**src/rtl/mult_err_harness.sv**
```systemverilog
// Stimulus/checker for the registered approximate multiplier wrapper: issues operand pairs,
// compares returned products with exact ones, accumulates error stats. Option: MULT_ERR_SWEEP_EN.
module mult_err_harness #(
    parameter int          WIDTH       = 16,
    parameter int          LATENCY     = 2,
    parameter int          NUM_SAMPLES = 1024,
    parameter logic [15:0] SEED_X      = 16'hACE1,
    parameter logic [15:0] SEED_Y      = 16'h1D2B
) (
    input  logic                 clk,
    input  logic                 rst_n,
    input  logic                 start,
    output logic [WIDTH-1:0]     x_out,
    output logic [WIDTH-1:0]     y_out,
    input  logic [2*WIDTH-1:0]   p_in,
    output logic                 busy,
    output logic                 done,
    output logic [15:0]          sample_cnt,
    output logic [15:0]          mismatch_cnt,
    output logic [2*WIDTH-1:0]   err_max,
    output logic [47:0]          err_sum
);

    localparam int          PW       = 2 * WIDTH;
    localparam logic [15:0] LAST_IDX = 16'(NUM_SAMPLES - 1);

    typedef enum logic [1:0] {
        ST_IDLE  = 2'd0,
        ST_RUN   = 2'd1,
        ST_DRAIN = 2'd2,
        ST_DONE  = 2'd3
    } state_t;

    function automatic logic [PW-1:0] abs_diff(input logic [PW-1:0] a, input logic [PW-1:0] b);
        return (a >= b) ? (a - b) : (b - a);
    endfunction

    state_t               state_r;
    logic [15:0]          issue_cnt_r;
    logic                 out_valid_r;
    logic [LATENCY-1:0]   pipe_valid_r;
    logic [PW-1:0]        pipe_exact_r [LATENCY];
    logic                 start_ok_s;
    logic                 issue_s;
    logic                 pending_s;
    logic [WIDTH-1:0]     gen_x_s;
    logic [WIDTH-1:0]     gen_y_s;
    logic [PW-1:0]        exact_s;
    logic [PW-1:0]        diff_s;
    logic [48:0]          sum_ext_s;

    assign start_ok_s = start && ((state_r == ST_IDLE) || (state_r == ST_DONE));
    assign issue_s    = (state_r == ST_RUN);

`ifdef MULT_ERR_SWEEP_EN
    logic [PW-1:0] sweep_r;

    assign gen_x_s = sweep_r[PW-1:WIDTH];
    assign gen_y_s = sweep_r[WIDTH-1:0];

    // Sweep counter: y is the fast index and carries into x.
    always_ff @(posedge clk or negedge rst_n) begin
        if (!rst_n) begin
            sweep_r <= {WIDTH'(SEED_X), WIDTH'(SEED_Y)};
        end else if (start_ok_s) begin
            sweep_r <= {WIDTH'(SEED_X), WIDTH'(SEED_Y)};
        end else if (issue_s) begin
            sweep_r <= sweep_r + {{(PW-1){1'b0}}, 1'b1};
        end else begin
            sweep_r <= sweep_r;
        end
    end
`else
    localparam logic [15:0] LFSR_MASK = 16'hB400;

    function automatic logic [15:0] lfsr_step(input logic [15:0] v);
        return v[0] ? ({1'b0, v[15:1]} ^ LFSR_MASK) : {1'b0, v[15:1]};
    endfunction

    logic [15:0] lfsr_x_r;
    logic [15:0] lfsr_y_r;

    assign gen_x_s = WIDTH'(lfsr_x_r);
    assign gen_y_s = WIDTH'(lfsr_y_r);

    // Galois LFSR pair, reseeded at every accepted start.
    always_ff @(posedge clk or negedge rst_n) begin
        if (!rst_n) begin
            lfsr_x_r <= SEED_X;
            lfsr_y_r <= SEED_Y;
        end else if (start_ok_s) begin
            lfsr_x_r <= SEED_X;
            lfsr_y_r <= SEED_Y;
        end else if (issue_s) begin
            lfsr_x_r <= lfsr_step(lfsr_x_r);
            lfsr_y_r <= lfsr_step(lfsr_y_r);
        end else begin
            lfsr_x_r <= lfsr_x_r;
            lfsr_y_r <= lfsr_y_r;
        end
    end
`endif

    // Operand registers; they keep the last pair through drain and done.
    always_ff @(posedge clk or negedge rst_n) begin
        if (!rst_n) begin
            x_out <= '0;
            y_out <= '0;
        end else if (issue_s) begin
            x_out <= gen_x_s;
            y_out <= gen_y_s;
        end else begin
            x_out <= x_out;
            y_out <= y_out;
        end
    end

    // Exact product of the operands currently presented to the wrapper.
    always_comb begin
        exact_s = {{WIDTH{1'b0}}, x_out} * {{WIDTH{1'b0}}, y_out};
    end

    // Expected-product delay line; its last stage lines up with p_in.
    always_ff @(posedge clk or negedge rst_n) begin
        if (!rst_n) begin
            out_valid_r  <= 1'b0;
            pipe_valid_r <= '0;
            for (int i = 0; i < LATENCY; i++) pipe_exact_r[i] <= '0;
        end else if (start_ok_s) begin
            out_valid_r  <= 1'b0;
            pipe_valid_r <= '0;
            for (int i = 0; i < LATENCY; i++) pipe_exact_r[i] <= pipe_exact_r[i];
        end else begin
            out_valid_r     <= issue_s;
            pipe_valid_r[0] <= out_valid_r;
            pipe_exact_r[0] <= exact_s;
            for (int i = 1; i < LATENCY; i++) begin
                pipe_valid_r[i] <= pipe_valid_r[i-1];
                pipe_exact_r[i] <= pipe_exact_r[i-1];
            end
        end
    end

    // Drain ends when only the final tap (being checked this cycle) can still be valid.
    always_comb begin
        pending_s = out_valid_r;
        for (int i = 0; i < LATENCY - 1; i++) begin
            pending_s = pending_s | pipe_valid_r[i];
        end
    end

    // Control FSM with registered busy/done.
    always_ff @(posedge clk or negedge rst_n) begin
        if (!rst_n) begin
            state_r     <= ST_IDLE;
            issue_cnt_r <= 16'd0;
            busy        <= 1'b0;
            done        <= 1'b0;
        end else begin
            case (state_r)
                ST_IDLE, ST_DONE: begin
                    if (start) begin
                        state_r     <= ST_RUN;
                        issue_cnt_r <= 16'd0;
                        busy        <= 1'b1;
                        done        <= 1'b0;
                    end else begin
                        state_r <= state_r;
                    end
                end
                ST_RUN: begin
                    issue_cnt_r <= issue_cnt_r + 16'd1;
                    if (issue_cnt_r == LAST_IDX) begin
                        state_r <= ST_DRAIN;
                    end else begin
                        state_r <= ST_RUN;
                    end
                end
                ST_DRAIN: begin
                    if (!pending_s) begin
                        state_r <= ST_DONE;
                        busy    <= 1'b0;
                        done    <= 1'b1;
                    end else begin
                        state_r <= ST_DRAIN;
                    end
                end
                default: begin
                    state_r <= ST_IDLE;
                    busy    <= 1'b0;
                    done    <= 1'b0;
                end
            endcase
        end
    end

    // Error of the aligned sample and its saturating accumulation.
    always_comb begin
        diff_s    = abs_diff(pipe_exact_r[LATENCY-1], p_in);
        sum_ext_s = {1'b0, err_sum} + {{(49-PW){1'b0}}, diff_s};
    end

    // Statistics: cleared on accepted start, updated only by valid taps.
    always_ff @(posedge clk or negedge rst_n) begin
        if (!rst_n) begin
            sample_cnt   <= 16'd0;
            mismatch_cnt <= 16'd0;
            err_max      <= '0;
            err_sum      <= 48'd0;
        end else if (start_ok_s) begin
            sample_cnt   <= 16'd0;
            mismatch_cnt <= 16'd0;
            err_max      <= '0;
            err_sum      <= 48'd0;
        end else if (pipe_valid_r[LATENCY-1]) begin
            sample_cnt   <= sample_cnt + 16'd1;
            mismatch_cnt <= mismatch_cnt + {15'd0, (diff_s != '0)};
            err_max      <= (diff_s > err_max) ? diff_s : err_max;
            err_sum      <= sum_ext_s[48] ? {48{1'b1}} : sum_ext_s[47:0];
        end else begin
            sample_cnt   <= sample_cnt;
            mismatch_cnt <= mismatch_cnt;
            err_max      <= err_max;
            err_sum      <= err_sum;
        end
    end

endmodule

```
**config.mk**
```make
export PLATFORM = sky130hd
export DESIGN_NAME = mult_err_harness
export DESIGN_NICKNAME = d
export VERILOG_FILES = /design/src/rtl/mult_err_harness.sv
export SDC_FILE = /design/constraint.sdc
export NUM_CORES = 1
export LEC_CHECK = 0
export ABC_AREA = 1
export BUFFER_PORTS_ARGS = -buffer_cell sky130_fd_sc_hd__buf_2
export CORE_UTILIZATION = 30
export CTS_CLUSTER_DIAMETER = 30
export CTS_CLUSTER_SIZE = 30
export DETAILED_ROUTE_END_ITERATION = 10
export PLACE_DENSITY_LB_ADDON = 0.3
export SYNTH_ARGS = -nofsm -noshare
export SYNTH_HDL_FRONTEND = slang
export SYNTH_SLANG_ARGS = --single-unit
```
**constraint.sdc**
```tcl
create_clock -name clk -period 6.3 [get_ports clk]
set_input_delay 1.26 -clock clk [delete_from_list [all_inputs] [get_ports clk]]
set_output_delay 1.26 -clock clk [all_outputs]
set_load 0.005 [all_outputs]
```
==> metrics.json <==
{
  "yosys": {
    "ys.flop_type": "sky130_fd_sc_hd__dfrtp_1",
    "ys_ff_latch": 263,
    "synth_compound_area_share_pct": 9.21,
    "synth_area_mm2": 0.0277,
    "synth.net_count": 4470,
    "synth_largest_area_cell": "sky130_fd_sc_hd__dfrtp_1",
    "post_synth_and_or_nand_nor_area_fraction_pct": 26.3,
    "synth_seq_area_share_pct": 23.8,
    "synth_edf_count": 0,
    "synthesis.area_per_instance_um2": 6.92,
    "top_cells_by_area_in_the_synthesized_netlist": "sky130_fd_sc_hd__dfrtp_1, sky130_fd_sc_hd__nand2_1, sky130_fd_sc_hd__fa_1, sky130_fd_sc_hd__inv_1, sky130_fd_sc_hd__ha_1",
    "async_reset_ff_share_pct": 100,
    "dominant_combinational_cell_family_by_area_after_synthesis": "simple AND/OR/NAND/NOR gates",
    "adder_cell_share_of_the_synthesized_area_pct": 25.0,
    "syn_inst": 4001,
    "ys_top_cells_by_count": "sky130_fd_sc_hd__nand2_1, sky130_fd_sc_hd__inv_1, sky130_fd_sc_hd__dfrtp_1",
    "synthesis.yosys.warnings": 0,
    "synth.mux.area_fraction_pct": 0,
    "post-synth-top-area-fraction_pct": 22.3,
    "yosys.cell_count.top_type": "sky130_fd_sc_hd__nand2_1",
    "synthXorXnorAreaFrac_pct": 2.63,
    "post_synth_num_cell_types": 54
  },
  "cts": {
    "clockBufferDepth": 3,
    "cts_hold_buf": 0,
    "cts_inserted_buffers": 77,
    "cts_num_sinks": 263,
    "worst_setup_hold_path_clk_slew_ns": 0.04,
    "root_buffer": "sky130_fd_sc_hd__clkbuf_16",
    "htreeDepth": 3,
    "tritoncts": "done",
    "clock_latency_ns": 0.62
  },
  "timing": {
    "tightestPinTransition_ns": 0.853,
    "fin_tns_setup_ns": 0,
    "finalCriticalPeriod_ns": 5.96,
    "final-max-slew-violation-count": 0,
    "period_share_pct": 94.6,
    "max-slew-margin-rel_pct": 43.1,
    "final.setup_skew_ns": 0.0356,
    "setup_violations": 0,
    "rsz0062_at_grt": "false",
    "fin_hold_viols": 0,
    "holdWs_ns": 0.464,
    "max_freq_ghz": 0.168
  },
  "floorplan": {
    "initial_core_util_pct": 30.2,
    "design.core.area_mm2": 0.0915,
    "fp.dieArea_mm2": 0.0935,
    "die_width_um": 306,
    "placement_rows": 111,
    "ioPinCount": 181,
    "die_y_um": 306
  },
  "flow_run": {
    "maxCapViolations": 0
  },
  "finish": {
    "final_core_util_pct": 35.7,
    "layout.area.seq_mm2": 0.00662,
    "num-fill-cells": 9794,
    "multi_input_comb_area_mm2": 0.0175,
    "final_nets": 4663,
    "synthToLayoutAreaGrowth_pct": 17.9,
    "diodes": 0,
    "drive_above_1_share_pct": 10.1
  },
  "drt": {
    "drc_errors": 0,
    "drtAntennaViolNets": 0,
    "detail_route.wl_per_cell_um": 16.1,
    "firstDrtPassIters": 5,
    "vias_per_cell": 4.68,
    "drt-initial-drc-count": 1586,
    "wl_mm": 87.7,
    "dr_total_vias": 25500
  },
  "global_routing": {
    "grt_antenna_before_repair": 5,
    "grt_start_max_net_pins": 135,
    "global_route.overflow_total": 0,
    "number_of_global_route_vias_before_repair": 25600,
    "grt_use_total_pct": 18.9,
    "grt_first_pass_wirelength_mm": 140
  },
  "setup_path": {
    "reg2reg_from": "x_out[7]$_DFFE_PN0P_",
    "crit_type": "register to register",
    "worst_reg2reg_endpoint": "pipe_exact_r[60]$_DFFE_PN0N_",
    "worst-path-max-fanout": 12,
    "cp_data_arrival_time_ns": 6.42,
    "timing.critical_path.to": "pipe_exact_r[60]$_DFFE_PN0N_",
    "worst_setup_path_start_kind": "register",
    "reg2reg_setup_slack_ns": 0.34,
    "worst-r2r-cell-count": 21,
    "startpoint": "x_out[7]$_DFFE_PN0P_",
    "critical_path_required_ns": 6.76,
    "worst_setup_path_end_kind": "register"
  },
  "outcome": {
    "outcome": "finished, final reports clean"
  },
  "min_path": {
    "min_path_type": "register to register"
  },
  "place": {
    "placement.io_buffers": 180,
    "dp.final_hpwl_mm": 70.8,
    "gp_routability_congestion": 0.945
  }
}
-- worst min-delay path by stage --
stage	startpoint	slack, ns	depth (start not counted)	end
3_3_place_gp	pipe_exact_r[36]$_DFFE_PN0N_	0.46	2	pipe_exact_r[36]$_DFFE_PN0N_
4_1_cts	pipe_exact_r[36]$_DFFE_PN0N_	0.47	2	pipe_exact_r[36]$_DFFE_PN0N_
3_5_place_dp	pipe_exact_r[36]$_DFFE_PN0N_	0.46	2	pipe_exact_r[36]$_DFFE_PN0N_
6_report	pipe_exact_r[36]$_DFFE_PN0N_	0.46	2	pipe_exact_r[36]$_DFFE_PN0N_
5_1_grt	pipe_exact_r[36]$_DFFE_PN0N_	0.48	2	pipe_exact_r[36]$_DFFE_PN0N_
2_1_floorplan	issue_cnt_r[15]$_DFFE_PN0P_	0.43	1	issue_cnt_r[15]$_DFFE_PN0P_
-- registers in the layout, indices dropped and copies added, names as in the netlist --
signal and count:
sample_cnt 16, pipe_valid_r 2, y_out 16, gen_y_s 16, gen_x_s 16, out_valid_r 1, mismatch_cnt 16, x_out 16
busy 1, err_max 32, done 1, err_sum 48, issue_cnt_r 16, state_r 2, pipe_exact_r 64
-- cell families after synthesis --
group / Yosys count
and+or+nand+nor: 1801
adders and majority gates: 434
DFF: 263
buffers and inverters: 953
AOI/OAI and AO/OA: 467
xor gates and xnor gates: 83
-- per-stage QoR --
stage / instances / worst slack, ns / cell area, um2
3_3_place_gp: 5301 / 0.0563 / 30000
5_1_grt: 5437 / 0.0492 / 32600
2_1_floorplan: 4001 / 0.723 / 27700
4_1_cts: 5437 / 0.0483 / 32600
3_5_place_dp: 5301 / 0.0364 / 30000
6_report: 5437 / 0.341 / 32600
-- cell usage in the layout, fill, tap and decap left out, drive strengths merged, types with 10 or more instances in the layout --
cell type / synthesis / final
clkinv: 1 / 19
a31oi: 12 / 12
or2: 10 / 10
ha: 237 / 237
o22ai: 30 / 30
inv: 828 / 830
o21bai: 11 / 11
xor2: 60 / 60
xnor2: 23 / 23
buf: 11 / 238
o21a: 11 / 11
clkbuf: 113 / 109
a21oi: 193 / 193
dfstp: 16 / 16
o21ai: 182 / 182
nand3: 158 / 158
fa: 197 / 197
nor4: 11 / 11
dfrtp: 247 / 247
nand4: 38 / 38
nand2: 1314 / 1314
nor3: 38 / 38
nor2: 219 / 219
-- metal layers --
| metal | part of all wire, % | vias up | global-route usage [%] |
|---|---|---|---|
| met5 | 0.015 | - | 0 |
| met4 | 3.6 | 2 | 7.21 |
| met3 | 4.8 | 184 | 2.95 |
| met2 | 47 | 610 | 31.7 |
| met1 | 45 | 12000 | 24.4 |
| li1 | - | 12700 | - |
-- final cells by class --
cell class / instances / area share, %
well taps: 1186 / 4.55
clock inverters: 27 / 1.02
inverters: 829 / 9.53
multi-input cells: 2785 / 53.6
repair buffers: 238 / 4.20
flip-flops and latches: 263 / 20.3
clock buffers: 109 / 6.86
-- critical path, stage by stage, from the launching register on --
cell                      delay (ns)
sky130_fd_sc_hd__dfrtp_1        0.56
sky130_fd_sc_hd__buf_4          0.30
sky130_fd_sc_hd__nand2_1        0.11
sky130_fd_sc_hd__fa_1           0.55
sky130_fd_sc_hd__inv_1          0.05
sky130_fd_sc_hd__fa_1           0.49
sky130_fd_sc_hd__inv_1          0.05
sky130_fd_sc_hd__fa_1           0.52
sky130_fd_sc_hd__inv_1          0.05
sky130_fd_sc_hd__fa_1           0.40
sky130_fd_sc_hd__fa_1           0.52
sky130_fd_sc_hd__inv_1          0.05
sky130_fd_sc_hd__fa_1           0.48
sky130_fd_sc_hd__inv_1          0.05
sky130_fd_sc_hd__ha_1           0.34
sky130_fd_sc_hd__a21oi_1        0.22
sky130_fd_sc_hd__o21ai_0        0.16
sky130_fd_sc_hd__a21oi_1        0.15
sky130_fd_sc_hd__nand2_1        0.14
sky130_fd_sc_hd__a21oi_1        0.22
sky130_fd_sc_hd__xor2_1         0.29
sky130_fd_sc_hd__o21ai_0        0.13
-- repair_timing --
item	in CTS	in global routing
resized for setup	0	13
setup buffers	0	0
hold endpoints to repair	0	0
endpoints found under the setup margin	0	8
Power is left out: the tool's default activity adds up to more than one toggle a clock period on the data nets, which glitch-free logic cannot reach.
